**src/rtl/seg_display_multi_if.sv**
```systemverilog
// Request/result bundle between the value source and the multi-digit segment driver.
// The source drives value/mode/bounds; the driver returns ready, glyphs and status flags.
interface seg_display_multi_if #(
   parameter int NUM_DIGITS = 2,
   parameter int DATA_W     = 8
);
   logic [DATA_W-1:0]       value;
   logic                    value_valid;
   logic                    ready;
   logic                    mode_dec;
   logic [DATA_W-1:0]       warn_lo;
   logic [DATA_W-1:0]       warn_hi;
   logic [9*NUM_DIGITS-1:0] seg;
   logic                    warn;
   logic                    overflow;
   logic                    update;

   modport master (
      output value, value_valid, mode_dec, warn_lo, warn_hi,
      input  ready, seg, warn, overflow, update
   );

   modport slave (
      input  value, value_valid, mode_dec, warn_lo, warn_hi,
      output ready, seg, warn, overflow, update
   );
endinterface

```
**src/rtl/seg_display_multi.sv**
```systemverilog
// Converts an unsigned value to NUM_DIGITS 9-segment glyphs in hex or decimal (sequential
// double-dabble), with leading-zero blanking, overflow dashes and a blinking range warning.
module seg_display_multi #(
   parameter int NUM_DIGITS = 2,
   parameter int DATA_W     = 8,
   parameter int BLINK_DIV  = 4,
   parameter bit LZ_BLANK   = 1'b0
) (
   input logic                clk,
   input logic                rst_n,
   seg_display_multi_if.slave bus
);
   localparam int BCD_W = 4 * NUM_DIGITS;
   localparam int IT_W  = $clog2(DATA_W + 1);
   localparam int BL_W  = (BLINK_DIV > 1) ? $clog2(BLINK_DIV) : 1;
   localparam logic [IT_W-1:0] LAST_IT = IT_W'(DATA_W - 1);
   localparam logic [BL_W-1:0] BL_LAST = BL_W'(BLINK_DIV - 1);

   localparam logic [8:0] G_DASH  = 9'b000000100;
   localparam logic [8:0] G_BLANK = 9'b000000000;
   localparam logic [8:0] G_F     = 9'b100011100;

   function automatic longint unsigned pow10(input int n);
      longint unsigned p;
      p = 1;
      for (int k = 0; k < n; k++) p = p * 10;
      return p;
   endfunction

   localparam longint unsigned DEC_MAX = pow10(NUM_DIGITS) - 1;

   function automatic logic [8:0] hex_glyph(input logic [3:0] d);
      case (d)
         4'h0:    hex_glyph = 9'b111111000;
         4'h1:    hex_glyph = 9'b011000000;
         4'h2:    hex_glyph = 9'b110110100;
         4'h3:    hex_glyph = 9'b111100100;
         4'h4:    hex_glyph = 9'b011001100;
         4'h5:    hex_glyph = 9'b101101100;
         4'h6:    hex_glyph = 9'b101111100;
         4'h7:    hex_glyph = 9'b111000000;
         4'h8:    hex_glyph = 9'b111111100;
         4'h9:    hex_glyph = 9'b111101100;
         4'hA:    hex_glyph = 9'b111011100;
         4'hB:    hex_glyph = 9'b001111100;
         4'hC:    hex_glyph = 9'b100111000;
         4'hD:    hex_glyph = 9'b011110100;
         4'hE:    hex_glyph = 9'b100111100;
         default: hex_glyph = G_F;
      endcase
   endfunction

   typedef enum logic [1:0] {IDLE, CONV, LOAD} state_t;

   state_t                state;
   logic [BCD_W-1:0]      hex_q;
   logic                  mode_q;
   logic                  warn_cap;
   logic                  ovf_cap;
   logic [DATA_W-1:0]     shift_q;
   logic [BCD_W-1:0]      bcd_q;
   logic [IT_W-1:0]       it_q;
   logic [BCD_W-1:0]      digit_q;
   logic [NUM_DIGITS-1:0] blank_q;
   logic                  warn_q;
   logic                  ovf_q;
   logic                  update_q;
   logic [BL_W-1:0]       blink_cnt;
   logic                  phase_on;

   // Everything the result depends on is decided from the accept-edge inputs.
   logic             accept;
   logic [63:0]      value_ext;
   logic             in_warn;
   logic             in_ovf;
   logic [BCD_W-1:0] in_hex;

   assign accept    = bus.value_valid && (state == IDLE);
   assign value_ext = 64'(bus.value);
   assign in_warn   = (bus.value < bus.warn_lo) || (bus.value > bus.warn_hi);
   assign in_ovf    = bus.mode_dec ? (value_ext > DEC_MAX)
                                   : ((value_ext >> BCD_W) != 64'd0);

   if (DATA_W >= BCD_W) begin : g_hex_trunc
      assign in_hex = bus.value[BCD_W-1:0];
   end else begin : g_hex_ext
      assign in_hex = {{(BCD_W - DATA_W){1'b0}}, bus.value};
   end

   logic [BCD_W-1:0]      bcd_adj;
   logic [BCD_W-1:0]      bcd_next;
   logic [NUM_DIGITS-1:0] load_blank;
   logic                  seen_nz;

   // NOTE: every always_comb output gets a default before any conditional write, so no latch.
   always_comb begin
      bcd_adj = bcd_q;
      for (int d = 0; d < NUM_DIGITS; d++) begin
         if (bcd_q[4*d +: 4] >= 4'd5) bcd_adj[4*d +: 4] = bcd_q[4*d +: 4] + 4'd3;
      end
   end

   assign bcd_next = {bcd_adj[BCD_W-2:0], shift_q[DATA_W-1]};

   // A digit is blank when it and every digit above it are zero; digit 0 always shows.
   always_comb begin
      load_blank = '0;
      seen_nz    = 1'b0;
      for (int d = NUM_DIGITS - 1; d > 0; d--) begin
         seen_nz       = seen_nz || (bcd_q[4*d +: 4] != 4'd0);
         load_blank[d] = mode_q && LZ_BLANK && !ovf_cap && !seen_nz;
      end
   end

   // NOTE: sequential state uses non-blocking assignments only, so every flop sees pre-edge values.
   always_ff @(posedge clk or negedge rst_n) begin
      if (!rst_n) begin
         // NOTE: the digit store is a handful of flops, so it is reset like any other state.
         state     <= IDLE;
         hex_q     <= '0;
         mode_q    <= 1'b0;
         warn_cap  <= 1'b0;
         ovf_cap   <= 1'b0;
         shift_q   <= '0;
         bcd_q     <= '0;
         it_q      <= '0;
         digit_q   <= '0;
         blank_q   <= '0;
         warn_q    <= 1'b0;
         ovf_q     <= 1'b0;
         update_q  <= 1'b0;
         blink_cnt <= '0;
         phase_on  <= 1'b1;
      end else begin
         update_q <= 1'b0;
         case (state)
            IDLE: begin
               if (accept) begin
                  hex_q    <= in_hex;
                  mode_q   <= bus.mode_dec;
                  warn_cap <= in_warn;
                  ovf_cap  <= in_ovf;
                  shift_q  <= bus.value;
                  bcd_q    <= '0;
                  it_q     <= '0;
                  state    <= bus.mode_dec ? CONV : LOAD;
               end
            end
            CONV: begin
               bcd_q   <= bcd_next;
               shift_q <= shift_q << 1;
               it_q    <= it_q + IT_W'(1);
               if (it_q == LAST_IT) state <= LOAD;
            end
            LOAD: begin
               digit_q  <= mode_q ? bcd_q : hex_q;
               blank_q  <= load_blank;
               warn_q   <= warn_cap;
               ovf_q    <= ovf_cap;
               update_q <= 1'b1;
               state    <= IDLE;
            end
            default: state <= IDLE;
         endcase

         // Any load restarts the blink on-phase; a steady display parks the counter.
         if (state == LOAD || !warn_q) begin
            blink_cnt <= '0;
            phase_on  <= 1'b1;
         end else if (blink_cnt == BL_LAST) begin
            blink_cnt <= '0;
            phase_on  <= !phase_on;
         end else begin
            blink_cnt <= blink_cnt + BL_W'(1);
         end
      end
   end

   logic [9*NUM_DIGITS-1:0] seg_c;

   always_comb begin
      seg_c = '0;
      for (int d = 0; d < NUM_DIGITS; d++) begin
         if (ovf_q)                seg_c[9*d +: 9] = G_DASH;
         else if (d == 0 && warn_q) seg_c[9*d +: 9] = phase_on ? G_F : G_BLANK;
         else if (blank_q[d])      seg_c[9*d +: 9] = G_BLANK;
         else                      seg_c[9*d +: 9] = hex_glyph(digit_q[4*d +: 4]);
      end
   end

   assign bus.seg      = seg_c;
   assign bus.ready    = (state == IDLE);
   assign bus.warn     = warn_q;
   assign bus.overflow = ovf_q;
   assign bus.update   = update_q;
endmodule

```
**src/flat_wrapper.sv**
```systemverilog
// flat-port wrapper written by rule: the top's interface ports become plain ports
module seg_display_multi_flat 
#(
   parameter int NUM_DIGITS = 2,
   parameter int DATA_W     = 8,
   parameter int BLINK_DIV  = 4,
   parameter bit LZ_BLANK   = 1'b0
)
  (clk, rst_n, bus_value, bus_value_valid, bus_mode_dec, bus_warn_lo, bus_warn_hi, bus_ready, bus_seg, bus_warn, bus_overflow, bus_update);
  seg_display_multi_if #(.NUM_DIGITS(NUM_DIGITS), .DATA_W(DATA_W)) bus_i ();
  input logic clk;
  input logic rst_n;
  input wire logic [$bits(bus_i.value)-1:0] bus_value;
  input wire logic [$bits(bus_i.value_valid)-1:0] bus_value_valid;
  input wire logic [$bits(bus_i.mode_dec)-1:0] bus_mode_dec;
  input wire logic [$bits(bus_i.warn_lo)-1:0] bus_warn_lo;
  input wire logic [$bits(bus_i.warn_hi)-1:0] bus_warn_hi;
  output wire logic [$bits(bus_i.ready)-1:0] bus_ready;
  output wire logic [$bits(bus_i.seg)-1:0] bus_seg;
  output wire logic [$bits(bus_i.warn)-1:0] bus_warn;
  output wire logic [$bits(bus_i.overflow)-1:0] bus_overflow;
  output wire logic [$bits(bus_i.update)-1:0] bus_update;
  assign bus_i.value = bus_value;
  assign bus_i.value_valid = bus_value_valid;
  assign bus_i.mode_dec = bus_mode_dec;
  assign bus_i.warn_lo = bus_warn_lo;
  assign bus_i.warn_hi = bus_warn_hi;
  assign bus_ready = bus_i.ready;
  assign bus_seg = bus_i.seg;
  assign bus_warn = bus_i.warn;
  assign bus_overflow = bus_i.overflow;
  assign bus_update = bus_i.update;
  seg_display_multi #(.NUM_DIGITS(NUM_DIGITS), .DATA_W(DATA_W), .BLINK_DIV(BLINK_DIV), .LZ_BLANK(LZ_BLANK)) u_core (.clk(clk), .rst_n(rst_n), .bus(bus_i));
endmodule
```
**config.mk**
```make
export PLATFORM = sky130hd
export DESIGN_NAME = seg_display_multi_flat
export DESIGN_NICKNAME = d
export VERILOG_FILES = /design/src/rtl/seg_display_multi_if.sv /design/src/rtl/seg_display_multi.sv /design/src/flat_wrapper.sv
export SDC_FILE = /design/constraint.sdc
export NUM_CORES = 1
export LEC_CHECK = 0
export BUFFER_PORTS_ARGS = -buffer_cell sky130_fd_sc_hd__buf_2
export CAP_MARGIN = 20
export CORE_MARGIN = 3
export CORE_UTILIZATION = 40
export DETAILED_ROUTE_END_ITERATION = 10
export GPL_TIMING_DRIVEN = 0
export PLACE_DENSITY = 0.64
export SETUP_SLACK_MARGIN = 0.5
export SYNTH_ARGS = -nofsm -noshare
export SYNTH_HDL_FRONTEND = slang
export SYNTH_SLANG_ARGS = --single-unit
```
**constraint.sdc**
```tcl
create_clock -name clk -period 2.4 [get_ports clk]
set_input_delay 0.48 -clock clk [delete_from_list [all_inputs] [get_ports clk]]
set_output_delay 0.48 -clock clk [all_outputs]
set_load 0.005 [all_outputs]
```
==> results.yml, run 1 <==
finish:
  regArea_mm2: 0.00118
  multiInputGateArea_mm2: 0.00176
  antenna_cells: 0
  num-fill-cells: 697
  areaGrowthSynthToFinish_pct: 27.5
  final_cell_area_mm2: 0.00387
  drive_above_1_share: 0.278
  fin_cells: 517
  layout.nets: 477
routing:
  drt_pass1_iterations: 4
  routed_wl_mm: 7.24
  vias: 2583
  drt-initial-drc-count: 111
  antenna_left: 0
  wl_per_cell_um: 14.0
  viasPerCell: 5.00
  drcViolationCount: 0
yosys:
  ys_seq_elements: 47
  synth.distinct_cells: 44
  syn_area_mm2: 0.00303
  yosys-top-cells-area: "dfrtp_1, ha_1, nand2_1"
  ys_seq_area_frac: 0.388
  yosys_warnings: 0
  synth.avg_cell_area_um2: 8.85
  yosysTopAreaCell: "dfrtp_1"
  synthCells: 343
  yosysTopAreaCellShare: 0.379
clock_network:
  path_clk_slew_ns: 0.08
  cts_buffers: 5
  root_buffer: "clkbuf_8"
  clock_path_buffers: 2
  insertion_delay_ns: 0.30
  cts_tree: "built"
  htreeDepth: 2
  cts_sinks: 47
placed_design:
  gp_congestion: 0.818
  place_area_mm2: 0.00339
  dp_hpwl_mm: 5.23
  place_ws_ns: 0.314
  numPortBuffers: 45
  post-place-cells: 490
setup_path:
  path_class: "flop to output port"
  startpoint_type: "flop"
  ff2ff_path_depth: 6
  worstSetupEndpointType: "output port"
  crit-reg2reg-launch: "u_core.bcd_q[0]"
  cp.arrival_ns: 1.79
  r2r_end: "u_core.bcd_q[2]"
  required_ns: 1.92
  reg2reg_slack_ns: 0.66
  crit_fanout: 6
sta:
  fmax_ghz: 0.440
  setup_tns_ns: 0
  rsz0062_at_grt: "yes"
  slew_viol_final: 0
  slew_headroom: 0.581
  tightest_slew_ns: 0.629
  setup-violations-final: 0
  finalHoldViolations: 0
  setup_slack_ns: 0.128
  fin_crit_ns: 2.27
  fin_crit_sh: 0.947
  finClkSkew_ns: 0.0115
global_routing:
  grt_pass1_wl_mm: 12.4
  grt_max_degree: 48
  first_global_vias: 2661
  antenna_found_initial: 0
  grtUsageTotal: 0.177
  grt_overflow: 0
floorplan:
  core_area_mm2: 0.00729
  row_count: 31
  die_width_um: 93.1
  die_area_mm2: 0.00867
  io_pins: 50
  die_height_um: 93.1
  initial_core_util: 0.416
power:
  p_sw_uw: 1870
  clockPowerShare: 0.125
  power_frac_seq: 0.313
  ir_drop_mv: 0.573
  comb_power_share: 0.562
  power.density_mw_per_mm2: 1190
  total_power_uw: 4590
  power.leakage_uw: 0.00191
  sw_frac_of_total: 0.407
  p_int_uw: 2720
run:
  cap_violations: 0
hold_path:
  worstHoldEndpoint: "u_core.state[1]"
  hold_start: "bus_mode_dec"
  hold_class: "input pin to flop"
  min_path_cells: 2
status:
  outcome: "finished clean"
[synthesized netlist by cell type]
library cell and count:
nand2_1 64, dfrtp_1 46, ha_1 32, inv_1 30
o21ai_0 28, nand3_1 18, mux2i_1 15, a21oi_1 14
nor2_1 13, clkbuf_1 12, nor3_1 9, a211oi_1 7
buf_2 4, buf_4 4, nand2b_1 4, mux2_2 3
nand4_1 3, o31ai_1 3, o32ai_1 3, xnor2_1 3
a311o_1 2, mux4_2 2, nor3b_1 2, xor2_1 2
a2111oi_0 1, a2111oi_4 1, a21o_1 1, a22oi_1 1
a31o_2 1, and2b_1 1, and3_1 1, buf_6 1
conb_1 1, dfstp_2 1, inv_2 1, nor2b_1 1
o211a_1 1, o22ai_1 1, o311a_1 1, or2_2 1
or2b_1 1, or3_1 1, or3b_1 1, or4_1 1
[timing repair]
action / in CTS / in global routing
buffers inserted: 15 / 0
gates cloned: 2 / 0
pin swaps: 6 / 4
hold endpoints to repair: 0 / 5
hold buffers: 0 / 1
setup endpoints to repair: 14 / 14
gates resized for setup: 49 / 13
[sequential cells by signal, indices dropped and copies added, names as in the netlist]
name / cells
u_core.bcd_q: 8
u_core.digit_q: 8
u_core.hex_q: 8
u_core.shift_q: 8
u_core.it_q: 4
u_core.blink_cnt: 2
u_core.state: 2
u_core.bus.overflow: 1
u_core.bus.update: 1
u_core.bus.warn: 1
u_core.mode_q: 1
u_core.ovf_cap: 1
u_core.phase_on: 1
u_core.warn_cap: 1
[worst max-delay path by stage]
stage | cells after the start | start | endpoint | slack, ns
floorplan | 5 | u_core.digit_q[0] | bus_seg[5] | 0.51
global placement | 7 | u_core.digit_q[1] | bus_seg[8] | 0.34
detailed placement | 7 | u_core.digit_q[1] | bus_seg[8] | 0.31
CTS | 6 | u_core.digit_q[0] | bus_seg[5] | 0.13
global route | 7 | u_core.digit_q[1] | bus_seg[8] | 0.03
finish | 6 | u_core.digit_q[0] | bus_seg[8] | 0.13
[cells in the final DEF (no fill, tap or decap), drive strengths merged, types with 4 or more instances in the layout]
master	instances
nand2b	4
buf	74
nand2	64
o21ai	28
a21oi	14
conb	4
dfrtp	46
nor3	9
nor2	13
clkbuf	17
nand3	18
inv	31
mux2i	15
a211oi	7
ha	32
[power by group through the flow]
stage          sequential (uW)  clock (uW)  combinational (uW)
5_1_grt                   1490         624                2890
6_report                  1440         573                2580
2_1_floorplan             1350           0                1460
3_3_place_gp              1420           0                2000
4_1_cts                   1430         582                2480
3_5_place_dp              1440           0                2040
[worst max-delay path, cell delays in order (launching register included)]
cell     delay (ns)
dfrtp_2        0.47
ha_2           0.25
mux2i_1        0.13
nor2_1         0.05
or3_1          0.34
a21oi_1        0.14
buf_2          0.12
[routing by layer]
layer / global-route usage / vias to the layer above / wire (um) / part of all wire
met1: 0.227 / 1200 / 3300 / 0.46
met2: 0.306 / 51 / 3510 / 0.49
met4: 0.0525 / 0 / 119 / 0.016
met3: 0.0298 / 14 / 304 / 0.042
li1: - / 1318 / - / -
met5: 0 / - / 0 / 0
[logic make-up after synthesis]
logic type               synth area share
XOR/XNOR                           0.0144
AND/OR/NAND/NOR                     0.178
buffers and inverters              0.0734
AO/OA/AOI/OAI                       0.138
flip-flops                          0.388
other                             0.00124
multiplexers                       0.0755
adder cells (fa/ha/maj)             0.132
[final cells by class]
class / count / share of cell area
multi-input combinational: 247 / 0.454
timing repair buffer: 64 / 0.111
inverter: 31 / 0.0314
buffer: 21 / 0.0385
sequential: 47 / 0.306
clock inverter: 1 / 0.00776
clock buffer: 7 / 0.0197
tap: 99 / 0.0320
[metrics by stage]
| stage | hold WS (ns) | utilization |
|---|---|---|
| after floorplan | 0.184 | - |
| after global placement | 0.427 | 0.466 |
| after detailed placement | 0.434 | 0.466 |
| after CTS | 0.399 | 0.522 |
| after global routing | 0.417 | 0.531 |
| final | 0.416 | 0.531 |
(Power assumes the default switching activity.)
==> run 2: changes to the inputs <==
--- a/config.mk
+++ b/config.mk
@@ -10,7 +10,6 @@
 export CORE_MARGIN = 3
 export CORE_UTILIZATION = 40
 export DETAILED_ROUTE_END_ITERATION = 10
-export GPL_TIMING_DRIVEN = 0
 export PLACE_DENSITY = 0.64
 export SETUP_SLACK_MARGIN = 0.5
 export SYNTH_ARGS = -nofsm -noshare
==> run 2 against run 1 <==
Core utilization is 2.3 points lower. Sequential share of layout area is 1.4 points higher. Critical endpoint is now bus_seg[5]. Combinational power is 12% lower. Final cell count is 3.7% lower. Non-clock buffer count is 19 lower. Largest cell class unchanged. Clock-buffer cell count stayed put.
==> results.yml, run 2 (synthesis gave the netlist of run 1 again) <==
power:
  power.leakage_uw: 0.00182
  ir_drop_mv: 0.414
  power.density_mw_per_mm2: 1160
floorplan:
  die_height_um: 93.1
  row_count: 31
  io_pins: 50
  core_area_mm2: 0.00729
  die_area_mm2: 0.00867
  initial_core_util: 0.416
  die_width_um: 93.1
placed_design:
  place_area_mm2: 0.00334
  dp_hpwl_mm: 4.90
  gp_congestion: 0.808
  numPortBuffers: 45
  post-place-cells: 476
clock_network:
  root_buffer: "clkbuf_8"
  clock_path_buffers: 2
  path_clk_slew_ns: 0.09
  cts_hold_buf: 0
  cts_tree: "built"
  insertion_delay_ns: 0.30
  cts_buffers: 5
  htreeDepth: 2
  cts_sinks: 47
hold_path:
  hold_class: "input pin to async pin"
global_routing:
  grt_max_degree: 23
  antenna_found_initial: 0
  first_global_vias: 2518
  grtUsageTotal: 0.165
  grt_use_met1: 0.217
  met2_usage: 0.286
  grtUsageMet3: 0.0265
  busiest_layer: "met2"
  grt_overflow: 0
  grt_pass1_wl_mm: 11.7
sta:
  fin_crit_ns: 2.28
  fin_crit_sh: 0.950
  setup-violations-final: 0
  finClkSkew_ns: 0.00895
  finalHoldViolations: 0
  fmax_ghz: 0.439
  tightest_slew_ns: 0.532
  hold_ws_ns: 0.126
  slew_viol_final: 0
  rsz0062_at_grt: "yes"
  setup_tns_ns: 0
  slew_headroom: 0.645
finish:
  fin_cells: 498
  final_cell_mix: "nand2_1, buf_2, dfrtp_1"
  layout_commonest_cell: "nand2_1"
  areaGrowthSynthToFinish_pct: 21.9
  drive_above_1_share: 0.281
  layout.nets: 458
  final_cell_area_mm2: 0.00370
  antenna_cells: 0
  final_core_util: 0.507
routing:
  wl_per_cell_um: 13.4
  viasPerCell: 5.12
  drt_pass1_iterations: 4
  routed_wl_mm: 6.66
  vias: 2548
  drt-initial-drc-count: 77
  drcViolationCount: 0
  antenna_left: 0
setup_path:
  crit_slowest_cell: "mux4_2"
  required_ns: 1.92
  startpoint_type: "flop"
  max_stage_delay_ns: 0.45
  path_class: "flop to output port"
  path_cells: "inv_4 > ha_4 > inv_2 > mux4_2 > nor3_2 > buf_2"
  cp.arrival_ns: 1.80
  reg2reg_slack_ns: 0.74
  cpLargestDelayFamily: "multiplexers"
  worstSetupEndpointType: "output port"
  crit_fanout: 5
  crit_buf_inv: 3
run:
  cap_violations: 0
status:
  outcome: "finished clean"
-- run 2: changes by cell type in the layout (fill, tap and decap cells not counted), sizes merged --
cell and delta:
bufinv -1, clkbuf -10, clkinv +1, dlygate4sd3 -1, buf -8
-- run 2: stage by stage --
stage / total power, uW / worst slack [ns]
5_1_grt: 4700 / 0.0248
4_1_cts: 4200 / 0.0974
3_3_place_gp: 3360 / 0.355
3_5_place_dp: 3420 / 0.328
6_report: 4270 / 0.121
2_1_floorplan: 2810 / 0.509
-- run 2: path summary, 6_finish.rpt --
kind / startpoint / to / depth (start not counted)
max in group asynchronous: rst_n / u_core.phase_on / 2
setup / recovery: u_core.digit_q[0] / bus_seg[5] / 6
hold reg to reg: u_core.blink_cnt[0] / u_core.blink_cnt[0] / 1
min in group clk: bus_mode_dec / u_core.state[1] / 2
hold / removal: rst_n / u_core.it_q[1] / 1
setup reg to reg: u_core.bcd_q[0] / u_core.bcd_q[2] / 6
-- run 2: final cells by class --
| cell class | count | area [um^2] |
|---|---|---|
| clock buffer | 7 | 76.3 |
| clock inverter | 1 | 5.00 |
| fill | 727 | 3590 |
| inverter | 31 | 119 |
| multi-input combinational | 247 | 1790 |
| sequential | 47 | 1180 |
| tap | 99 | 124 |
| timing repair buffer | 66 | 405 |
-- run 2: repair_timing --
action	4_1_cts	5_1_grt
setup buffers	11	3
setup endpoints to repair	14	15
gates cloned	0	0
resized for setup	38	9
pin swaps	12	10
-- run 2: layer usage --
metal,wire (um),share of wire,up-vias
li1,-,-,1274
met1,3180,0.48,1219
met2,3160,0.48,48
met3,254,0.038,7
met4,57,0.0086,0
met5,0,0,-
-- run 2: report_power, final --
part / leakage, uW / internal [uW] / switching (uW)
registers: 0.000593 / 1130 / 420
clock network: 0.0000422 / 205 / 253
logic: 0.00118 / 1150 / 1120
total: 0.00182 / 2480 / 1800
==> run 3: changes to the inputs <==
--- a/config.mk
+++ b/config.mk
@@ -9,9 +9,11 @@
 export CAP_MARGIN = 20
 export CORE_MARGIN = 3
 export CORE_UTILIZATION = 40
+export CTS_BUF_LIST = sky130_fd_sc_hd__clkbuf_8
 export DETAILED_ROUTE_END_ITERATION = 10
 export PLACE_DENSITY = 0.64
 export SETUP_SLACK_MARGIN = 0.5
+export SKIP_LAST_GASP = 1
 export SYNTH_ARGS = -nofsm -noshare
 export SYNTH_HDL_FRONTEND = slang
 export SYNTH_SLANG_ARGS = --single-unit
==> run 3 against run 2 <==
Clock power shrank 2%. Sequential cell count is the same. Wire length shrank 0.12%. Largest power group unchanged.
==> results.yml, run 3 (synthesis gave the netlist of run 1 again) <==
sta:
  finClkSkew_ns: 0.00840
  setup_tns_ns: 0
  fmax_ghz: 0.438
  slew_headroom: 0.643
  tightest_slew_ns: 0.535
  rsz0062_at_grt: "yes"
  fin_crit_sh: 0.951
  setup-violations-final: 0
  finalHoldViolations: 0
  slew_viol_final: 0
  hold_ws_ns: 0.126
  fin_crit_ns: 2.28
routing:
  viasPerCell: 5.06
  wl_per_cell_um: 13.3
  drcViolationCount: 0
  routed_wl_mm: 6.65
  vias: 2522
  antenna_left: 0
  drt_pass1_iterations: 4
  drt-initial-drc-count: 83
global_routing:
  grt_pass1_wl_mm: 11.7
  antenna_found_initial: 0
  grt_overflow: 0
  grt_max_degree: 23
  grtUsageTotal: 0.165
  first_global_vias: 2522
clock_network:
  cts_buffers: 5
  path_clk_slew_ns: 0.09
  root_buffer: "clkbuf_8"
  cts_sinks: 47
  insertion_delay_ns: 0.30
  cts_tree: "built"
  clock_path_buffers: 2
  htreeDepth: 2
  cts_hold_buf: 0
finish:
  layout_commonest_cell: "nand2_1"
  drive_above_1_share: 0.281
  final_cell_mix: "nand2_1, buf_2, dfrtp_1"
  final_cell_area_mm2: 0.00370
  final_core_util: 0.507
  areaGrowthSynthToFinish_pct: 21.9
  num-fill-cells: 727
  antenna_cells: 0
  layout.nets: 458
power:
  power.density_mw_per_mm2: 1150
  total_power_uw: 4270
  power.leakage_uw: 0.00182
  ir_drop_mv: 0.413
floorplan:
  row_count: 31
  die_area_mm2: 0.00867
  die_height_um: 93.1
  die_width_um: 93.1
  io_pins: 50
  core_area_mm2: 0.00729
  initial_core_util: 0.416
setup_path:
  path_class: "flop to output port"
  startpoint_type: "flop"
  crit_fanout: 5
  required_ns: 1.92
  cp.arrival_ns: 1.80
  max_stage_delay_ns: 0.45
  crit_slowest_cell: "mux4_2"
  worstSetupEndpointType: "output port"
  path_cells: "inv_4 > ha_4 > inv_2 > mux4_2 > nor3_2 > buf_2"
placed_design:
  dp_hpwl_mm: 4.90
  gp_congestion: 0.808
  place_area_mm2: 0.00334
  numPortBuffers: 45
run:
  cap_violations: 0
status:
  outcome: "finished clean"
hold_path:
  hold_class: "input pin to async pin"
run 3: cell count changes in the layout (fill, tap and decap cells not counted):
cell / delta
inv_1: +2
clkbuf_1: -2
run 3: area by class of cell:
| class | count | area (um^2) | area share |
|---|---|---|---|
| Sequential cell | 47 | 1180 | 0.320 |
| Timing Repair Buffer | 66 | 405 | 0.110 |
| Inverter | 31 | 119 | 0.0321 |
| Clock inverter | 3 | 12.5 | 0.00338 |
| Clock buffer | 5 | 68.8 | 0.0186 |
| Tap cell | 99 | 124 | 0.0335 |
| Multi-Input combinational cell | 247 | 1790 | 0.483 |
run 3: path summary, 6_finish.rpt:
| kind | from | to | slack (ns) | cells after the start |
|---|---|---|---|---|
| min | rst_n | u_core.it_q[1] | 0.13 | 1 |
| max | u_core.digit_q[0] | bus_seg[5] | 0.12 | 6 |
| min reg2reg | u_core.blink_cnt[0] | u_core.blink_cnt[0] | 0.45 | 1 |
| min in group clk | bus_mode_dec | u_core.state[1] | 0.40 | 2 |
| max in group asynchronous | rst_n | u_core.phase_on | 1.62 | 2 |
| max reg2reg | u_core.bcd_q[0] | u_core.bcd_q[2] | 0.74 | 6 |
run 3: metrics by stage:
stage | setup slack [ns] | instances
detailed placement | 0.328 | 476
finish | 0.119 | 498
global route | 0.0247 | 498
CTS | 0.0969 | 495
floorplan | 0.509 | 346
global placement | 0.355 | 476
run 3: metal layers:
layer	track usage	vias to the layer above	wire length, um
met1	0.217	1209	3170
met3	0.0265	6	231
met5	0	-	0
met4	0.0354	0	58
met2	0.286	36	3190
li1	-	1271	-
run 3: repair_timing:
| item | in CTS | in global routing |
|---|---|---|
| pin swaps | 12 | 10 |
| gates resized for setup | 38 | 9 |
| endpoints found under the setup margin | 14 | 15 |
| endpoints found under the hold margin | 0 | 0 |
| setup buffers | 11 | 3 |
run 3: power breakdown:
| group | switching (uW) | internal, uW |
|---|---|---|
| combinational | 1120 | 1150 |
| clock | 255 | 196 |
| sequential | 420 | 1130 |
run 3: worst max-delay path, delay by kind of cell, from the launching register on:
| kind | cells | cell delay [ns] |
|---|---|---|
| adders and majority gates | 1 | 0.26 |
| DFF | 1 | 0.44 |
| buffers and inverters | 3 | 0.24 |
| and+or+nand+nor | 1 | 0.11 |
| muxes | 1 | 0.45 |
